$ cat src/rtl/raster_ntri_if.sv
// Bundles the rasterizer's coordinate, coefficient, texture and pixel signals.
// The master side drives the VGA counters and coefficients. The slave side is the rasterizer.
interface raster_ntri_if #(
    parameter int NUM_TRI = 4,
    parameter int EW      = 20,
    parameter int BW      = 22,
    parameter int TB      = 7
);
    logic [9:0]              x;
    logic [9:0]              y;
    logic [1:0]              render_mode;
    logic                    cull_back;
    logic [NUM_TRI*3*EW-1:0] e_init;
    logic [NUM_TRI*3*EW-1:0] e_dx;
    logic [NUM_TRI*2*BW-1:0] b_init;
    logic [NUM_TRI*2*BW-1:0] b_dx;
    logic [NUM_TRI*2-1:0]    uv_mode;
    logic [NUM_TRI*6-1:0]    tri_color;
    logic                    texel;
    logic [5:0]              tex_rgb;
    logic [TB-1:0]           u_addr;
    logic [TB-1:0]           v_addr;
    logic                    hit;
    logic [2:0]              hit_idx;
    logic                    back_face;
    logic [5:0]              rgb;

    modport master (
        output x, y, render_mode, cull_back, e_init, e_dx, b_init, b_dx,
               uv_mode, tri_color, texel, tex_rgb,
        input  u_addr, v_addr, hit, hit_idx, back_face, rgb
    );

    modport slave (
        input  x, y, render_mode, cull_back, e_init, e_dx, b_init, b_dx,
               uv_mode, tri_color, texel, tex_rgb,
        output u_addr, v_addr, hit, hit_idx, back_face, rgb
    );
endinterface

$ cat src/rtl/raster_ntri.sv
// N-triangle rasterizer using incremental edge functions, barycentric texel addressing and a registered 6-bit RGB output.
// Optional macro RASTER_EDGE_INCL_EN makes the edge tests inclusive, so zero-edge pixels count as hits.
module raster_ntri #(
    parameter int         NUM_TRI  = 4,
    parameter int         EW       = 20,
    parameter int         BW       = 22,
    parameter int         TB       = 7,
    parameter int         H_ACTIVE = 640,
    parameter int         V_ACTIVE = 480,
    parameter int         H_TOTAL  = 800,
    parameter int         V_TOTAL  = 525,
    parameter int         PIX_DIV  = 2,
    parameter logic [5:0] BG_RGB   = 6'b010101
) (
    input logic          clk,
    input logic          reset_n,
    raster_ntri_if.slave bus
);
    localparam int            PW      = $clog2(PIX_DIV);
    localparam logic [PW-1:0] PH_LAST = PW'(PIX_DIV - 1);

    function automatic logic [TB-1:0] tex_bits(input logic [BW-1:0] val);
        tex_bits = val[BW-3 -: TB];
    endfunction

    logic [PW-1:0] phase_reg;
    logic          active, reload, do_eval, do_shade;
    logic          hit_reg, back_face_reg;
    logic [2:0]    hit_idx_reg;
    logic [5:0]    rgb_reg, rgb_next;
    logic          win_hit, win_back;
    logic [2:0]    win_idx;
    logic [NUM_TRI-1:0] front, back;
    logic [TB-1:0] u_tex [NUM_TRI];
    logic [TB-1:0] v_tex [NUM_TRI];
    logic [5:0]    col_tri [NUM_TRI];
    logic [TB-1:0] u_sel, v_sel;
    logic [5:0]    col_sel;

    assign active   = (bus.y < 10'(V_ACTIVE)) && (bus.x < 10'(H_ACTIVE));
    assign reload   = (bus.x == 10'(H_TOTAL - 1)) &&
                      ((bus.y < 10'(V_ACTIVE)) || (bus.y == 10'(V_TOTAL - 1)));
    assign do_eval  = active && !reload && (phase_reg == '0);
    assign do_shade = active && !reload && (phase_reg == PH_LAST);

    // Reset parks the phase on SHADE so a stray active pixel cannot evaluate stale edges first.
    always_ff @(posedge clk or negedge reset_n) begin
        if (!reset_n)
            phase_reg <= PH_LAST;
        else if (reload)
            phase_reg <= '0;
        else if (active)
            phase_reg <= (phase_reg == PH_LAST) ? '0 : phase_reg + PW'(1);
    end

    for (genvar gi = 0; gi < NUM_TRI; gi++) begin : g_tri
        logic [EW-1:0] e_reg [3];
        logic [BW-1:0] iy_reg, iz_reg, iy_next, iz_next, s_next;
        logic [TB-1:0] u_reg, v_reg;
        logic [2:0]    neg, zero;

        assign iy_next = iy_reg + bus.b_dx[gi*2*BW +: BW];
        assign iz_next = iz_reg + bus.b_dx[gi*2*BW + BW +: BW];
        assign s_next  = iy_next + iz_next;

        for (genvar gk = 0; gk < 3; gk++) begin : g_edge
            assign neg[gk]  = e_reg[gk][EW-1];
            assign zero[gk] = (e_reg[gk] == '0);
        end

`ifdef RASTER_EDGE_INCL_EN
        assign front[gi] = &(neg | zero);
        assign back[gi]  = &(~neg);
`else
        assign front[gi] = &neg;
        assign back[gi]  = &(~neg & ~zero);
`endif

        assign u_tex[gi]   = u_reg;
        assign v_tex[gi]   = v_reg;
        assign col_tri[gi] = bus.tri_color[gi*6 +: 6];

        always_ff @(posedge clk or negedge reset_n) begin
            if (!reset_n) begin
                for (int k = 0; k < 3; k++) e_reg[k] <= '0;
                iy_reg <= '0;
                iz_reg <= '0;
                u_reg  <= '0;
                v_reg  <= '0;
            end else if (reload) begin
                for (int k = 0; k < 3; k++) e_reg[k] <= bus.e_init[(gi*3 + k)*EW +: EW];
                iy_reg <= bus.b_init[gi*2*BW +: BW];
                iz_reg <= bus.b_init[gi*2*BW + BW +: BW];
            end else if (do_eval) begin
                iy_reg <= iy_next;
                iz_reg <= iz_next;
                case (bus.uv_mode[gi*2 +: 2])
                    2'd0:    begin u_reg <= tex_bits(iz_next); v_reg <= tex_bits(s_next);  end
                    2'd1:    begin u_reg <= tex_bits(s_next);  v_reg <= tex_bits(iy_next); end
                    2'd2:    begin u_reg <= tex_bits(iy_next); v_reg <= tex_bits(iz_next); end
                    default: begin u_reg <= tex_bits(iz_next); v_reg <= tex_bits(iy_next); end
                endcase
            end else if (do_shade) begin
                for (int k = 0; k < 3; k++) e_reg[k] <= e_reg[k] + bus.e_dx[(gi*3 + k)*EW +: EW];
            end
        end
    end

    // Descending scan so the lowest-index covering triangle is the last one written.
    always_comb begin
        win_hit  = 1'b0;
        win_idx  = '0;
        win_back = 1'b0;
        for (int i = NUM_TRI - 1; i >= 0; i--) begin
            if (front[i] || (back[i] && !bus.cull_back)) begin
                win_hit  = 1'b1;
                win_idx  = 3'(i);
                win_back = !front[i];
            end
        end
    end

    always_comb begin
        u_sel   = '0;
        v_sel   = '0;
        col_sel = '0;
        for (int i = 0; i < NUM_TRI; i++) begin
            if (hit_idx_reg == 3'(i)) begin
                u_sel   = u_tex[i];
                v_sel   = v_tex[i];
                col_sel = col_tri[i];
            end
        end
    end

    always_comb begin
        rgb_next = BG_RGB;
        if (hit_reg) begin
            case (bus.render_mode)
                2'd0:    rgb_next = bus.texel ? bus.tex_rgb : BG_RGB;
                2'd1:    rgb_next = bus.texel ? bus.tex_rgb : 6'b111111;
                2'd2:    rgb_next = back_face_reg ?
                                    {1'b0, col_sel[5], 1'b0, col_sel[3], 1'b0, col_sel[1]} : col_sel;
                default: rgb_next = 6'b000000;
            endcase
        end
    end

    always_ff @(posedge clk or negedge reset_n) begin
        if (!reset_n) begin
            hit_reg       <= 1'b0;
            hit_idx_reg   <= '0;
            back_face_reg <= 1'b0;
            rgb_reg       <= '0;
        end else if (do_eval) begin
            hit_reg       <= win_hit;
            hit_idx_reg   <= win_idx;
            back_face_reg <= win_back;
        end else if (do_shade) begin
            rgb_reg <= rgb_next;
        end
    end

    assign bus.u_addr    = u_sel;
    assign bus.v_addr    = v_sel;
    assign bus.hit       = hit_reg;
    assign bus.hit_idx   = hit_idx_reg;
    assign bus.back_face = back_face_reg;
    assign bus.rgb       = rgb_reg;
endmodule

$ cat src/flat_wrapper.sv
// flat-port wrapper written by rule: the top's interface ports become plain ports
module raster_ntri_flat 
#(
    parameter int         NUM_TRI  = 4,
    parameter int         EW       = 20,
    parameter int         BW       = 22,
    parameter int         TB       = 7,
    parameter int         H_ACTIVE = 640,
    parameter int         V_ACTIVE = 480,
    parameter int         H_TOTAL  = 800,
    parameter int         V_TOTAL  = 525,
    parameter int         PIX_DIV  = 2,
    parameter logic [5:0] BG_RGB   = 6'b010101
)
  (clk, reset_n, bus_x, bus_y, bus_render_mode, bus_cull_back, bus_e_init, bus_e_dx, bus_b_init, bus_b_dx, bus_uv_mode, bus_tri_color, bus_texel, bus_tex_rgb, bus_u_addr, bus_v_addr, bus_hit, bus_hit_idx, bus_back_face, bus_rgb);
  raster_ntri_if #(.NUM_TRI(NUM_TRI), .EW(EW), .BW(BW), .TB(TB)) bus_i ();
  input logic clk;
  input logic reset_n;
  input wire logic [$bits(bus_i.x)-1:0] bus_x;
  input wire logic [$bits(bus_i.y)-1:0] bus_y;
  input wire logic [$bits(bus_i.render_mode)-1:0] bus_render_mode;
  input wire logic [$bits(bus_i.cull_back)-1:0] bus_cull_back;
  input wire logic [$bits(bus_i.e_init)-1:0] bus_e_init;
  input wire logic [$bits(bus_i.e_dx)-1:0] bus_e_dx;
  input wire logic [$bits(bus_i.b_init)-1:0] bus_b_init;
  input wire logic [$bits(bus_i.b_dx)-1:0] bus_b_dx;
  input wire logic [$bits(bus_i.uv_mode)-1:0] bus_uv_mode;
  input wire logic [$bits(bus_i.tri_color)-1:0] bus_tri_color;
  input wire logic [$bits(bus_i.texel)-1:0] bus_texel;
  input wire logic [$bits(bus_i.tex_rgb)-1:0] bus_tex_rgb;
  output wire logic [$bits(bus_i.u_addr)-1:0] bus_u_addr;
  output wire logic [$bits(bus_i.v_addr)-1:0] bus_v_addr;
  output wire logic [$bits(bus_i.hit)-1:0] bus_hit;
  output wire logic [$bits(bus_i.hit_idx)-1:0] bus_hit_idx;
  output wire logic [$bits(bus_i.back_face)-1:0] bus_back_face;
  output wire logic [$bits(bus_i.rgb)-1:0] bus_rgb;
  assign bus_i.x = bus_x;
  assign bus_i.y = bus_y;
  assign bus_i.render_mode = bus_render_mode;
  assign bus_i.cull_back = bus_cull_back;
  assign bus_i.e_init = bus_e_init;
  assign bus_i.e_dx = bus_e_dx;
  assign bus_i.b_init = bus_b_init;
  assign bus_i.b_dx = bus_b_dx;
  assign bus_i.uv_mode = bus_uv_mode;
  assign bus_i.tri_color = bus_tri_color;
  assign bus_i.texel = bus_texel;
  assign bus_i.tex_rgb = bus_tex_rgb;
  assign bus_u_addr = bus_i.u_addr;
  assign bus_v_addr = bus_i.v_addr;
  assign bus_hit = bus_i.hit;
  assign bus_hit_idx = bus_i.hit_idx;
  assign bus_back_face = bus_i.back_face;
  assign bus_rgb = bus_i.rgb;
  raster_ntri #(.NUM_TRI(NUM_TRI), .EW(EW), .BW(BW), .TB(TB), .H_ACTIVE(H_ACTIVE), .V_ACTIVE(V_ACTIVE), .H_TOTAL(H_TOTAL), .V_TOTAL(V_TOTAL), .PIX_DIV(PIX_DIV), .BG_RGB(BG_RGB)) u_core (.clk(clk), .reset_n(reset_n), .bus(bus_i));
endmodule
$ cat config.mk
export PLATFORM = sky130hd
export DESIGN_NAME = raster_ntri_flat
export DESIGN_NICKNAME = d
export VERILOG_FILES = /design/src/rtl/raster_ntri_if.sv /design/src/rtl/raster_ntri.sv /design/src/flat_wrapper.sv
export SDC_FILE = /design/constraint.sdc
export NUM_CORES = 2
export LEC_CHECK = 0
export BUFFER_PORTS_ARGS = -buffer_cell sky130_fd_sc_hd__buf_2
export CORE_AREA = 4 4 357 359
export DETAILED_ROUTE_END_ITERATION = 10
export DIE_AREA = 0 0 361 363
export SETUP_SLACK_MARGIN = 0.4
export SLEW_MARGIN = 10
export SYNTH_ARGS = -nofsm -noshare
export SYNTH_HDL_FRONTEND = slang
export SYNTH_SLANG_ARGS = --single-unit
$ cat constraint.sdc
create_clock -name clk -period 7.18 [get_ports clk]
set_input_delay 1.436 -clock clk [delete_from_list [all_inputs] [get_ports clk]]
set_output_delay 1.436 -clock clk [all_outputs]
set_load 0.02 [all_outputs]
==> flow_summary.ini <==
[outcome]
status = completed

[worst_setup_path]
cp_top_family = compound AO/OA/AOI/OAI gates
worst_setup_path_start_kind = input port
path_buf_inv = 1
crit_path_max_fanout = 6
ff2ff_setup_slack_ns = 2.29
slowest_delay_ns = 0.44
crit_chain = buf_2, ha_1, fa_1, a211oi_1, o21ai_0, xor2_1, ha_1, or3_1, o211ai_1, nor2b_1, o31ai_1, maj3_1, a221o_1, a21o_1, a211oi_1, a2111oi_0, a211oi_1, o21ai_1
required_ns = 7.65
critical_path_class = input port to register
crit_arrival_ns = 5.90
end_kind = register
crit_slowest_cell = fa_1
crit_top_cell = a211oi_1

[job]
maxCapViolations = 0

[floorplan]
die_y_um = 363
row_count = 129
die-width_um = 361
initial_core_util_pct = 33.5
die-area_um2 = 131000
coreArea_um2 = 124000
io_pins = 921

[power_and_ir_drop]
leakagePower_uw = 0.0236
peakVddDrop_mv = 0.285
power_density_nw_per_um2 = 489

[synthesis]
ys_seq_area_share_pct = 28.2
async_reset_ff_share_pct = 100
synth_cell_types = 99
synth_area_um2 = 41500
synth_cells = 5166
avgSynthCellArea_um2 = 8.03
synth_top_area_cell = dfrtp_1
yosys_warnings = 0
syn-num-nets = 6534
synthFlopType = dfrtp_1
synth_area_leaders = dfrtp_1 28%, ha_1 14%, nand2_1 6.0%
netlist.area_leader.share_pct = 28.1
synth_enable_flop_cells = 0
synth-seq-cells = 467

[global_routing]
antenna_found_initial = 126
grt_max_degree = 189
track_usage_pct = 24.8
grt-ovfl-total = 0
grt_pass1_vias = 41500
grt_pass1_wl_mm = 251

[clocking]
worstSkewPairLatency_ns = 0.65
ctsLongestPathBuffers = 3
cts_setup_buffers = 0
cts.sinks = 467
cts_tree = built
cts_hold_buf = 0
cts_buffers = 67
clk_pin_slew_ns = 0.05
cts_resized = 0
cts_htree_levels = 3
clockRootBuffer = clkbuf_16

[cells_and_area]
final_common_cell = buf_2
most-common-layout-cells = 886 x buf_2, 662 x nand2_1, 494 x nor2_1, 475 x a21oi_1, 465 x dfrtp_1
largest_reg_flops = 240
utilization_pct = 40.3
drive_above_1_share_pct = 18.8
syn2layout_area_growth_pct = 20.3
nets = 7317

[detailed_routing]
drtIter0Drc = 3143
drt.antenna.violating_nets = 0
vias_per_cell = 5.52
vias = 42500
routed_wl_mm = 170
dr.pass1.iters = 6
drc = 0
wl_per_cell_um = 22.1

[timing]
tightest_slew_ns = 1.15
setup_tns_ns = 0
relSlewSlack_pct = 23.6
fin_skew_ns = 0.0431
setup_viol = 0
rsz0062_at_grt = no
fin_crit_ns = 5.42
fin_crit_sh_pct = 75.5
fmax_mhz = 184
final_hold_viol_count = 0
drv_slew = 0

[place]
port_buffers = 887
gp_congestion = 0.923
hpwl_mm = 133

[worst_hold_path]
hold_class = register to register
cells in the mapped netlist, drive strengths merged, types with 23 or more instances:
cell type	number
nand2	663
nor2	497
a21oi	479
dfrtp	466
ha	452
o21ai	433
xnor2	201
inv	195
clkbuf	189
a22oi	141
nor3	120
nand3	117
xor2	116
a21o	109
a31oi	88
and3	75
nor4	68
o21a	64
or3	48
o22ai	46
a21boi	44
nor2b	37
o41ai	35
nand2b	29
a211oi	28
o211ai	27
o31ai	27
nand4	24
a221oi	23
kinds of logic after synthesis:
kind of cell             count (synthesis)  share of synthesized area [%]
AND/OR/NAND/NOR                       1750                           18.9
AO/OA/AOI/OAI                         1712                           26.2
adder cells (fa/ha/maj)                475                           14.7
flip-flops                             467                           28.2
buffers and inverters                  403                           3.67
XOR/XNOR                               319                           6.82
multiplexers                            39                           1.56
other                                    1                        0.00904
metal layers:
metal | wire (um) | up-vias | GRT usage (%)
met5 | 471 | - | 0
met3 | 13800 | 354 | 7.00
met1 | 67800 | 20200 | 29.2
met2 | 80500 | 1372 | 42.4
li1 | - | 20600 | -
met4 | 7640 | 74 | 10.4
worst register-to-register path, delay by kind of cell, from the launching register on:
kind,cells,cell delay (ns)
simple gates,2,0.53
xor+xnor,1,0.19
fa+ha+maj,4,1.32
compound gates,10,2.33
flops,1,0.38
report_power, final:
| group | internal (uW) | switching, uW | leakage (uW) | total, uW |
|---|---|---|---|---|
| Sequential | 3880 | 1100 | 0.00572 | 4980 |
| Combinational | 6900 | 9170 | 0.0169 | 16100 |
| Clock | 1950 | 1410 | 0.00104 | 3360 |
| Total | 12700 | 11700 | 0.0236 | 24400 |
final timing paths:
| kind | from | endpoint | cells past startpoint |
|---|---|---|---|
| max | bus_b_dx[44] | u_core.g_tri[1].u_reg[6]$_DFFE_PN0P_ | 18 |
| min | u_core.g_tri[1].iy_reg[6]$_DFFE_PN0P_ | u_core.g_tri[1].iy_reg[6]$_DFFE_PN0P_ | 2 |
| max reg2reg | u_core.g_tri[1].iy_reg[0]$_DFFE_PN0P_ | u_core.g_tri[1].u_reg[6]$_DFFE_PN0P_ | 17 |
| min reg2reg | u_core.g_tri[1].iy_reg[6]$_DFFE_PN0P_ | u_core.g_tri[1].iy_reg[6]$_DFFE_PN0P_ | 2 |
| max in group asynchronous | reset_n | u_core.g_tri[0].e_reg[16]$_DFFE_PN0P_ | 2 |
| min in group asynchronous | reset_n | u_core.g_tri[2].iz_reg[12]$_DFFE_PN0P_ | 1 |
final cells by class:
class                   count  area, um2
diodes                     76        190
clock buffers              97       1940
clock inverters            17        181
fillers                 12800      73900
inverters                 195        732
multi-input cells        4296      28300
flip-flops and latches    467      11700
well taps                1637       2050
repair buffers            922       4800
stage by stage:
step,power (uW),worst slack [ns],instances,hold WS [ns],area [um2]
detailed placement,20900,1.23,7517,0.461,47600
global placement,20600,1.25,7517,0.456,47600
global route,26700,1.55,7676,0.495,49800
finish,24400,1.76,7707,0.468,49900
CTS,24400,1.89,7631,0.473,49700
floorplan,16900,1.97,5166,0.443,41500
(Power assumes the default switching activity.)
